[config.mk]
export PLATFORM = sky130hd
export DESIGN_NAME = program_loader
export DESIGN_NICKNAME = d
export VERILOG_FILES = /design/src/rtl/program_loader.sv
export SDC_FILE = /design/constraint.sdc
export NUM_CORES = 1
export LEC_CHECK = 0
export ABC_AREA = 0
export CAP_MARGIN = 20
export CORE_ASPECT_RATIO = 0.6
export CORE_UTILIZATION = 55
export DETAILED_ROUTE_END_ITERATION = 8
export GPL_TIMING_DRIVEN = 0
export PLACE_DENSITY = 0.81
export SYNTH_ARGS = -nofsm -noshare
export SYNTH_HDL_FRONTEND = slang
export SYNTH_SLANG_ARGS = --single-unit
[constraint.sdc]
create_clock -name clk -period 6.1 [get_ports clk]
set_input_delay 1.22 -clock clk [delete_from_list [all_inputs] [get_ports clk]]
set_output_delay 1.22 -clock clk [all_outputs]
set_load 0.03 [all_outputs]
[src/rtl/program_loader.sv]
// program_loader
//   Writer side of the instruction memory. Takes a serial byte stream from the
//   host UART receiver, assembles big-endian 32-bit words and writes them to
//   consecutive word addresses of the program memory, holding the MIPS core in
//   reset while a load is in progress.
//
//   Frame: 2-byte word count N (MSB first), then 4*N data bytes (MSB first).
//
// Ports:
//   clk            in   system clock, rising edge
//   reset          in   asynchronous, active-high reset
//   start          in   one-cycle pulse, begins a load frame (ignored while busy)
//   rx_data        in   received byte
//   rx_valid       in   one-cycle strobe, rx_data valid
//   mem_write      out  one-cycle program memory write enable
//   mem_address    out  byte address of the write (word aligned)
//   mem_write_data out  word to write
//   busy           out  load in progress
//   done           out  last frame completed (sticky until next start)
//   error          out  last frame aborted (sticky until next start)
//   words_loaded   out  words written in current/last frame
//   cpu_hold       out  holds the MIPS core in reset
//
// State table
//   state     | meaning
//   ----------+-------------------------------------------------------------
//   S_IDLE    | after reset, waiting for start
//   S_COUNT_HI| waiting for word-count high byte
//   S_COUNT_LO| waiting for word-count low byte, range-checks the count
//   S_DATA    | assembling data bytes and issuing memory writes
//   S_DONE    | frame complete, core released, waiting for start
//   S_ERROR   | frame aborted, core kept in reset, waiting for start

module program_loader #(
  parameter int unsigned MEMORY_DEPTH   = 32,
  parameter int unsigned DATA_WIDTH     = 32,
  parameter int unsigned BASE_ADDRESS   = 0,
  parameter int unsigned TIMEOUT_CYCLES = 50000
) (
  input  logic                  clk,
  input  logic                  reset,
  input  logic                  start,
  input  logic [7:0]            rx_data,
  input  logic                  rx_valid,
  output logic                  mem_write,
  output logic [DATA_WIDTH-1:0] mem_address,
  output logic [DATA_WIDTH-1:0] mem_write_data,
  output logic                  busy,
  output logic                  done,
  output logic                  error,
  output logic [15:0]           words_loaded,
  output logic                  cpu_hold
);

  // Idle timer is a down-counter reloaded on every accepted byte; the
  // terminal count (zero) corresponds to TIMEOUT_CYCLES-1 idle cycles seen.
  localparam int unsigned TMO_W = (TIMEOUT_CYCLES > 1) ? $clog2(TIMEOUT_CYCLES) : 1;
  localparam logic [TMO_W-1:0] TMO_LOAD = TMO_W'(TIMEOUT_CYCLES - 1);

  typedef enum logic [2:0] {
    S_IDLE     = 3'd0,
    S_COUNT_HI = 3'd1,
    S_COUNT_LO = 3'd2,
    S_DATA     = 3'd3,
    S_DONE     = 3'd4,
    S_ERROR    = 3'd5
  } state_t;

  state_t                state_q, state_d;
  logic [7:0]            count_hi_q, count_hi_d;
  logic [15:0]           count_q, count_d;
  logic [23:0]           shift_q, shift_d;
  logic [1:0]            byte_idx_q, byte_idx_d;
  logic [TMO_W-1:0]      tmo_q, tmo_d;
  logic                  mem_write_q, mem_write_d;
  logic [DATA_WIDTH-1:0] mem_address_q, mem_address_d;
  logic [DATA_WIDTH-1:0] mem_write_data_q, mem_write_data_d;
  logic                  busy_q, busy_d;
  logic                  done_q, done_d;
  logic                  error_q, error_d;
  logic [15:0]           words_loaded_q, words_loaded_d;
  logic                  cpu_hold_q, cpu_hold_d;

  logic                  timeout;
  logic [15:0]           count_n;
  logic [DATA_WIDTH-1:0] addr_next;

  always_comb begin
    state_d          = state_q;
    count_hi_d       = count_hi_q;
    count_d          = count_q;
    shift_d          = shift_q;
    byte_idx_d       = byte_idx_q;
    tmo_d            = tmo_q;
    mem_write_d      = 1'b0;
    mem_address_d    = mem_address_q;
    mem_write_data_d = mem_write_data_q;
    busy_d           = busy_q;
    done_d           = done_q;
    error_d          = error_q;
    words_loaded_d   = words_loaded_q;
    cpu_hold_d       = cpu_hold_q;

    count_n   = {count_hi_q, rx_data};
    addr_next = DATA_WIDTH'(BASE_ADDRESS) + (DATA_WIDTH'(words_loaded_q) << 2);

    // A byte in the terminal cycle wins over the timeout.
    timeout = busy_q && !rx_valid && (tmo_q == '0);
    if (busy_q) begin
      if (rx_valid) begin
        tmo_d = TMO_LOAD;
      end else if (tmo_q != '0) begin
        tmo_d = tmo_q - 1'b1;
      end
    end

    case (state_q)
      S_IDLE, S_DONE, S_ERROR: begin
        if (start) begin
          state_d        = S_COUNT_HI;
          busy_d         = 1'b1;
          cpu_hold_d     = 1'b1;
          done_d         = 1'b0;
          error_d        = 1'b0;
          words_loaded_d = '0;
          byte_idx_d     = '0;
          tmo_d          = TMO_LOAD;
        end
      end

      S_COUNT_HI: begin
        if (timeout) begin
          state_d = S_ERROR;
          error_d = 1'b1;
          busy_d  = 1'b0;
        end else if (rx_valid) begin
          count_hi_d = rx_data;
          state_d    = S_COUNT_LO;
        end
      end

      S_COUNT_LO: begin
        if (timeout) begin
          state_d = S_ERROR;
          error_d = 1'b1;
          busy_d  = 1'b0;
        end else if (rx_valid) begin
          count_d = count_n;
          if ((count_n == 16'd0) || (count_n > 16'(MEMORY_DEPTH))) begin
            state_d = S_ERROR;
            error_d = 1'b1;
            busy_d  = 1'b0;
          end else begin
            state_d = S_DATA;
          end
        end
      end

      S_DATA: begin
        if (mem_write_q) begin
          words_loaded_d = words_loaded_q + 16'd1;
        end
        if (mem_write_q && ((words_loaded_q + 16'd1) == count_q)) begin
          state_d    = S_DONE;
          done_d     = 1'b1;
          busy_d     = 1'b0;
          cpu_hold_d = 1'b0;
        end else if (timeout) begin
          // cpu_hold stays set so a partial program never runs.
          state_d = S_ERROR;
          error_d = 1'b1;
          busy_d  = 1'b0;
        end else if (rx_valid) begin
          // Assembly shifter is separate from mem_write_data, so a byte
          // landing in the write cycle simply starts the next word.
          shift_d    = {shift_q[15:0], rx_data};
          byte_idx_d = byte_idx_q + 2'd1;
          if (byte_idx_q == 2'd3) begin
            mem_write_d      = 1'b1;
            mem_write_data_d = DATA_WIDTH'({shift_q, rx_data});
            mem_address_d    = addr_next;
          end
        end
      end

      default: begin
        state_d = S_IDLE;
      end
    endcase
  end

  always_ff @(posedge clk or posedge reset) begin
    if (reset) begin
      state_q          <= S_IDLE;
      count_hi_q       <= '0;
      count_q          <= '0;
      shift_q          <= '0;
      byte_idx_q       <= '0;
      tmo_q            <= '0;
      mem_write_q      <= 1'b0;
      mem_address_q    <= '0;
      mem_write_data_q <= '0;
      busy_q           <= 1'b0;
      done_q           <= 1'b0;
      error_q          <= 1'b0;
      words_loaded_q   <= '0;
      cpu_hold_q       <= 1'b0;
    end else begin
      state_q          <= state_d;
      count_hi_q       <= count_hi_d;
      count_q          <= count_d;
      shift_q          <= shift_d;
      byte_idx_q       <= byte_idx_d;
      tmo_q            <= tmo_d;
      mem_write_q      <= mem_write_d;
      mem_address_q    <= mem_address_d;
      mem_write_data_q <= mem_write_data_d;
      busy_q           <= busy_d;
      done_q           <= done_d;
      error_q          <= error_d;
      words_loaded_q   <= words_loaded_d;
      cpu_hold_q       <= cpu_hold_d;
    end
  end

  assign mem_write      = mem_write_q;
  assign mem_address    = mem_address_q;
  assign mem_write_data = mem_write_data_q;
  assign busy           = busy_q;
  assign done           = done_q;
  assign error          = error_q;
  assign words_loaded   = words_loaded_q;
  assign cpu_hold       = cpu_hold_q;

endmodule

# Yosys cells after proc, flatten, opt, wreduce, memory -nomap -nowiden
# Cells that the tools add are included.
# totals
reg_bits,138
latchBits,0
mem_bits_rw,0
mem_bits_ro,0
in_bits,12
output_inout_bits,85
wordCells,104
memories,0
# op_classes
add_sub_neg,3
mul,0
n_div,0
order_cmp,1
eq_ne,17
shifts,0
n_mux,45
bitwise,2
n_reduce_logical,22
# ops
op,n
16-bit two-way mux,7
16-bit logical NOT,2
16-bit case mux with 2 select lines,1
3-bit two-way mux,8
1-bit two-way mux,19
16-bit by 1-bit adder with 16-bit output (second input constant),1
16-bit equality test,1
16-bit by 6-bit greater-than comparator with 1-bit output (second input constant),1
16-bit nonzero test,1
16-bit by 1-bit subtractor with 16-bit output (second input constant),1
5-bit AND reduction,3
2-bit != test (second input constant),6
3-bit != test (second input constant),4
3-bit case mux with 4 select lines,1
3-bit AND reduction,4
4-bit AND reduction,3
2-bit two-way mux,4
1-bit case mux with 4 select lines,2
3-bit by 2-bit equality test with 1-bit output (second input constant),2
3-bit equality test (second input constant),2
1-bit case mux with 2 select lines,2
2-bit case mux with 2 select lines,1
4-bit nonzero test,1
3-bit by 1-bit equality test with 1-bit output (second input constant),1
9 further kinds,12

# Longest topological paths before layout
# depth
word_depth,6
ltp_mapped,10
mapped_depth_nobuf,8

# Worst setup path after synthesis
# OpenSTA, ideal clock, no wires.
# synth_timing
path_kind,register -> register
start,reg words_loaded_q[1] (netlist: words_loaded[1])
end,reg mem_address_q[17] (netlist: mem_address[17])
setup_ns,0.125
arrival_ns,2.931
required_ns,5.975
path_slack_ns,3.044
path_stages_with_launch,11
n_path_buf,2
synth_period_minus_slack_ns,3.056
path_cell_list,dfrtp_1 -> ha_1 -> nand3_2 -> nor4_1 -> mux2i_1 -> nand4_1 -> nor4_4 -> nand4b_4 -> buf_12 -> buf_12 -> mux2_4
# synth_via
elab_chain_cells,5
# synth_lines
element,line_no,source
from (decl),81,"logic [15:0] words_loaded_q, words_loaded_d;"
from (signal assigned),221,words_loaded_q <= words_loaded_d;
16-bit by 1-bit adder with 16-bit output,163,if (mem_write_q && ((words_loaded_q + 16'd1) == count_q)) begin
16-bit equality test,163,
1-bit logical AND,163,
1-bit inverter (no source line),n/a,
5-bit AND reduction (no source line),n/a,
to (signal assigned),216,mem_address_q <= mem_address_d;
to (decl),76,"logic [DATA_WIDTH-1:0] mem_address_q, mem_address_d;"
# No other way between the ends.
# A chain may end at the register's enable or synchronous reset.

# Worst setup path in the final report
# Same ends and word-level chain as after synthesis.

==> impl_metrics.json <==
{
  "status": "complete, no violations",
  "place.gp.congestion": 0.891,
  "pin_count": 97,
  "setup_violations": 0,
  "antenna_cells": 0,
  "h-tree-depth": 4,
  "post-route-util": 0.721,
  "power_uw": 3640,
  "clk_latency_ps": 420,
  "synth_compound_area_frac": 0.0845,
  "portBuffers": 79,
  "cts_tree": "built",
  "drt-initial-drc-count": 428,
  "final_antenna_net_count": 0,
  "worstPathRequired_ps": 6400,
  "fillers": 799,
  "core_area_mm2": 0.0116,
  "muxShareOfSynthArea": 0.182,
  "period_share": 0.585,
  "yosys.area_share.simple": 0.133,
  "yosys.area_share.xor_xnor": 0.0275,
  "rows": 30,
  "synthArstFlopShare": 1.00,
  "hold_viol_final": 0,
  "cp_slowest_cell": "nor4_1",
  "power_density_mw_per_mm2": 437,
  "num_vias": 5116,
  "crit_path_cell_trace": "ha_1, nand3_2, nor4_1, xnor2_1, nand4_1, nor4_4, nand4b_4, buf_12, buf_12, mux2_4",
  "layout-drive-gt1-share": 0.236,
  "grt_use_total": 0.284,
  "grt_overflow": 0,
  "synth.distinct_cells": 58,
  "cts_setup_buffers": 0,
  "grt_pass1_vias": 5188,
  "ys_seq_area_frac": 0.517,
  "drtPass1Iterations": 5,
  "ys_seq_elements": 138,
  "cts_root_buf": "clkbuf_16",
  "fp.dieH_um": 87.4,
  "areaGrowthSynthToFinish_pct": 24.8,
  "fp.dieW_um": 144,
  "instances_no_fill": 862,
  "peakVddDrop_mv": 0.246,
  "dpl.cell_count": 830,
  "grt_setup_unrepaired": "false",
  "synthesis.area_mm2": 0.00668,
  "grt_max_degree": 82,
  "critPathBufInv": 2,
  "max_stage_delay_ps": 620,
  "worst_pin_slew_ps": 1080,
  "yosys_warnings": 0,
  "netlist_instances": 575,
  "cp-end-kind": "flip-flop",
  "wl_per_cell_um": 19.4,
  "final_cell_mix": "dfrtp_1 (138), mux2_2 (87), clkdlybuf4s50_1 (79)",
  "nNetsFinal": 704,
  "power_leakage_uw": 0.00371,
  "dieArea_mm2": 0.0126,
  "start_util": 0.578,
  "period_minus_slack_ps": 3570,
  "drc_errors": 0,
  "synth-adder-area-share": 0.00562,
  "cp_top_family": "simple AND/OR/NAND/NOR gates",
  "skew_ps": 9.20,
  "vias_per_cell": 5.94,
  "cap_violations": 0,
  "final_common_cell": "dfrtp_1",
  "wl_mm": 16.7,
  "cts_hold_buf": 0,
  "cpMostUsedCell": "buf_12",
  "avgSynthCellArea_um2": 11.6,
  "synth_top_family_by_area": "multiplexers",
  "synth_edf_count": 0,
  "synth_flop_cell": "dfrtp_1",
  "slew_headroom": 0.277,
  "cts.sink_count": 138,
  "path_clk_slew_ps": 60,
  "crit_path_start_kind": "flip-flop",
  "path_class": "reg -> reg",
  "crit_fanout": 10,
  "cts_resized": 0,
  "maxSlewViolCount": 0,
  "fmax_ghz": 0.280,
  "grt_pass1_wl_mm": 26.4,
  "cts_made_buffers": 17,
  "dp_hpwl_mm": 11.4,
  "critPathArrivalTime_ps": 3870,
  "cts_buffer_depth": 2,
  "antenna_found_initial": 0,
  "hold_path_class": "reg -> reg"
}
## flip-flops by register name, summed over array words and instances, names as in the netlist
| name | flops |
|---|---|
| count_hi_q | 8 |
| state_q | 3 |
| error | 1 |
| byte_idx_q | 2 |
| shift_q | 24 |
| count_q | 16 |
| mem_write_data | 32 |
| cpu_hold | 1 |
| words_loaded | 16 |
| mem_write | 1 |
| mem_address | 16 |
| busy | 1 |
| tmo_q | 16 |
| done | 1 |
## Yosys cell counts, types with 3 or more instances
library cell / instances / area, um2
mux2i_1: 10 / 100
a21oi_1: 25 / 125
ha_1: 3 / 37.5
mux2_2: 87 / 980
o31ai_1: 6 / 45.0
a32o_1: 3 / 30.0
clkbuf_1: 19 / 71.3
xnor2_1: 13 / 114
inv_1: 9 / 33.8
and2_1: 4 / 25.0
o21ai_0: 29 / 145
nand2b_1: 6 / 37.5
xor2_1: 8 / 70.1
nand3_2: 3 / 30.0
and4_1: 4 / 35.0
o21a_1: 3 / 22.5
and3_1: 7 / 43.8
dfrtp_1: 138 / 3450
mux2_4: 9 / 135
or4_1: 5 / 37.5
nor3_1: 13 / 65.1
nand3_1: 13 / 65.1
nand4_1: 5 / 31.3
o22ai_1: 3 / 18.8
nor4_1: 13 / 81.3
a31oi_1: 4 / 25.0
nor2_1: 31 / 116
or3_1: 3 / 18.8
nand2_1: 38 / 143
buf_4: 24 / 180
## cell families (layout without fill, tap and decap cells)
| kind of cell | count (synthesis) | in the layout |
|---|---|---|
| mux | 106 | 106 |
| compound gates | 91 | 91 |
| other cells | 1 | 16 |
| xor+xnor | 21 | 21 |
| buf+inv | 56 | 168 |
| fa+ha+maj | 3 | 3 |
| simple gates | 159 | 159 |
| flops | 138 | 138 |
## worst register-to-register path, cell delays in order (launching register included)
cell and delay [ps]:
dfrtp_1 520, ha_1 360, nand3_2 210, nor4_1 620
xnor2_1 200, nand4_1 170, nor4_4 450, nand4b_4 280
buf_12 160, buf_12 160, mux2_4 310
## power by group
| part | internal, uW | total [uW] | switching, uW |
|---|---|---|---|
| clock | 607 | 1030 | 420 |
| sequential | 1200 | 1410 | 213 |
| combinational | 563 | 1200 | 640 |
| total | 2370 | 3640 | 1270 |
## layout make-up
class | instances | area [um2] | share of cell area
Multi-Input combinational cell | 396 | 2950 | 0.353
Buffer | 47 | 302 | 0.0362
Sequential cell | 138 | 3450 | 0.414
Timing Repair Buffer | 80 | 818 | 0.0982
Inverter | 9 | 38.8 | 0.00465
Tap cell | 160 | 200 | 0.0240
Clock buffer | 20 | 437 | 0.0524
Clock inverter | 12 | 141 | 0.0170
## path summary, 6_finish.rpt
check	to	cells past startpoint	start	slack, ps
setup / recovery	mem_address[17]$_DFFE_PP0P_	10	words_loaded[1]$_DFFE_PP0P_	2530
hold / removal	done$_DFFE_PP0P_	2	done$_DFFE_PP0P_	490
setup reg to reg	mem_address[17]$_DFFE_PP0P_	10	words_loaded[1]$_DFFE_PP0P_	2530
hold reg to reg	done$_DFFE_PP0P_	2	done$_DFFE_PP0P_	490
max in group asynchronous	mem_address[15]$_DFFE_PP0P_	3	reset	4100
min in group asynchronous	mem_write_data[30]$_DFFE_PP0P_	2	reset	1240
## through the flow
| stage | setup slack (ps) | TNS, ps | instance area, um2 | hold WS, ps |
|---|---|---|---|---|
| 4_1_cts | 2570 | 0 | 8340 | 494 |
| 3_5_place_dp | 2440 | 0 | 7760 | 479 |
| 2_1_floorplan | 1180 | 0 | 6740 | 455 |
| 5_1_grt | 2320 | 0 | 8340 | 521 |
| 6_report | 2530 | 0 | 8340 | 491 |
| 3_3_place_gp | -567 | -76420 | 7730 | 459 |
## per-layer routing
metal	vias to the layer above	global-route usage	wire length (um)
met5	-	0	0
met3	29	0.0676	1280
met2	246	0.451	7900
li1	2274	-	-
met1	2567	0.373	7220
met4	0	0.127	325
Note: power is estimated with default switching activity, not from simulation.
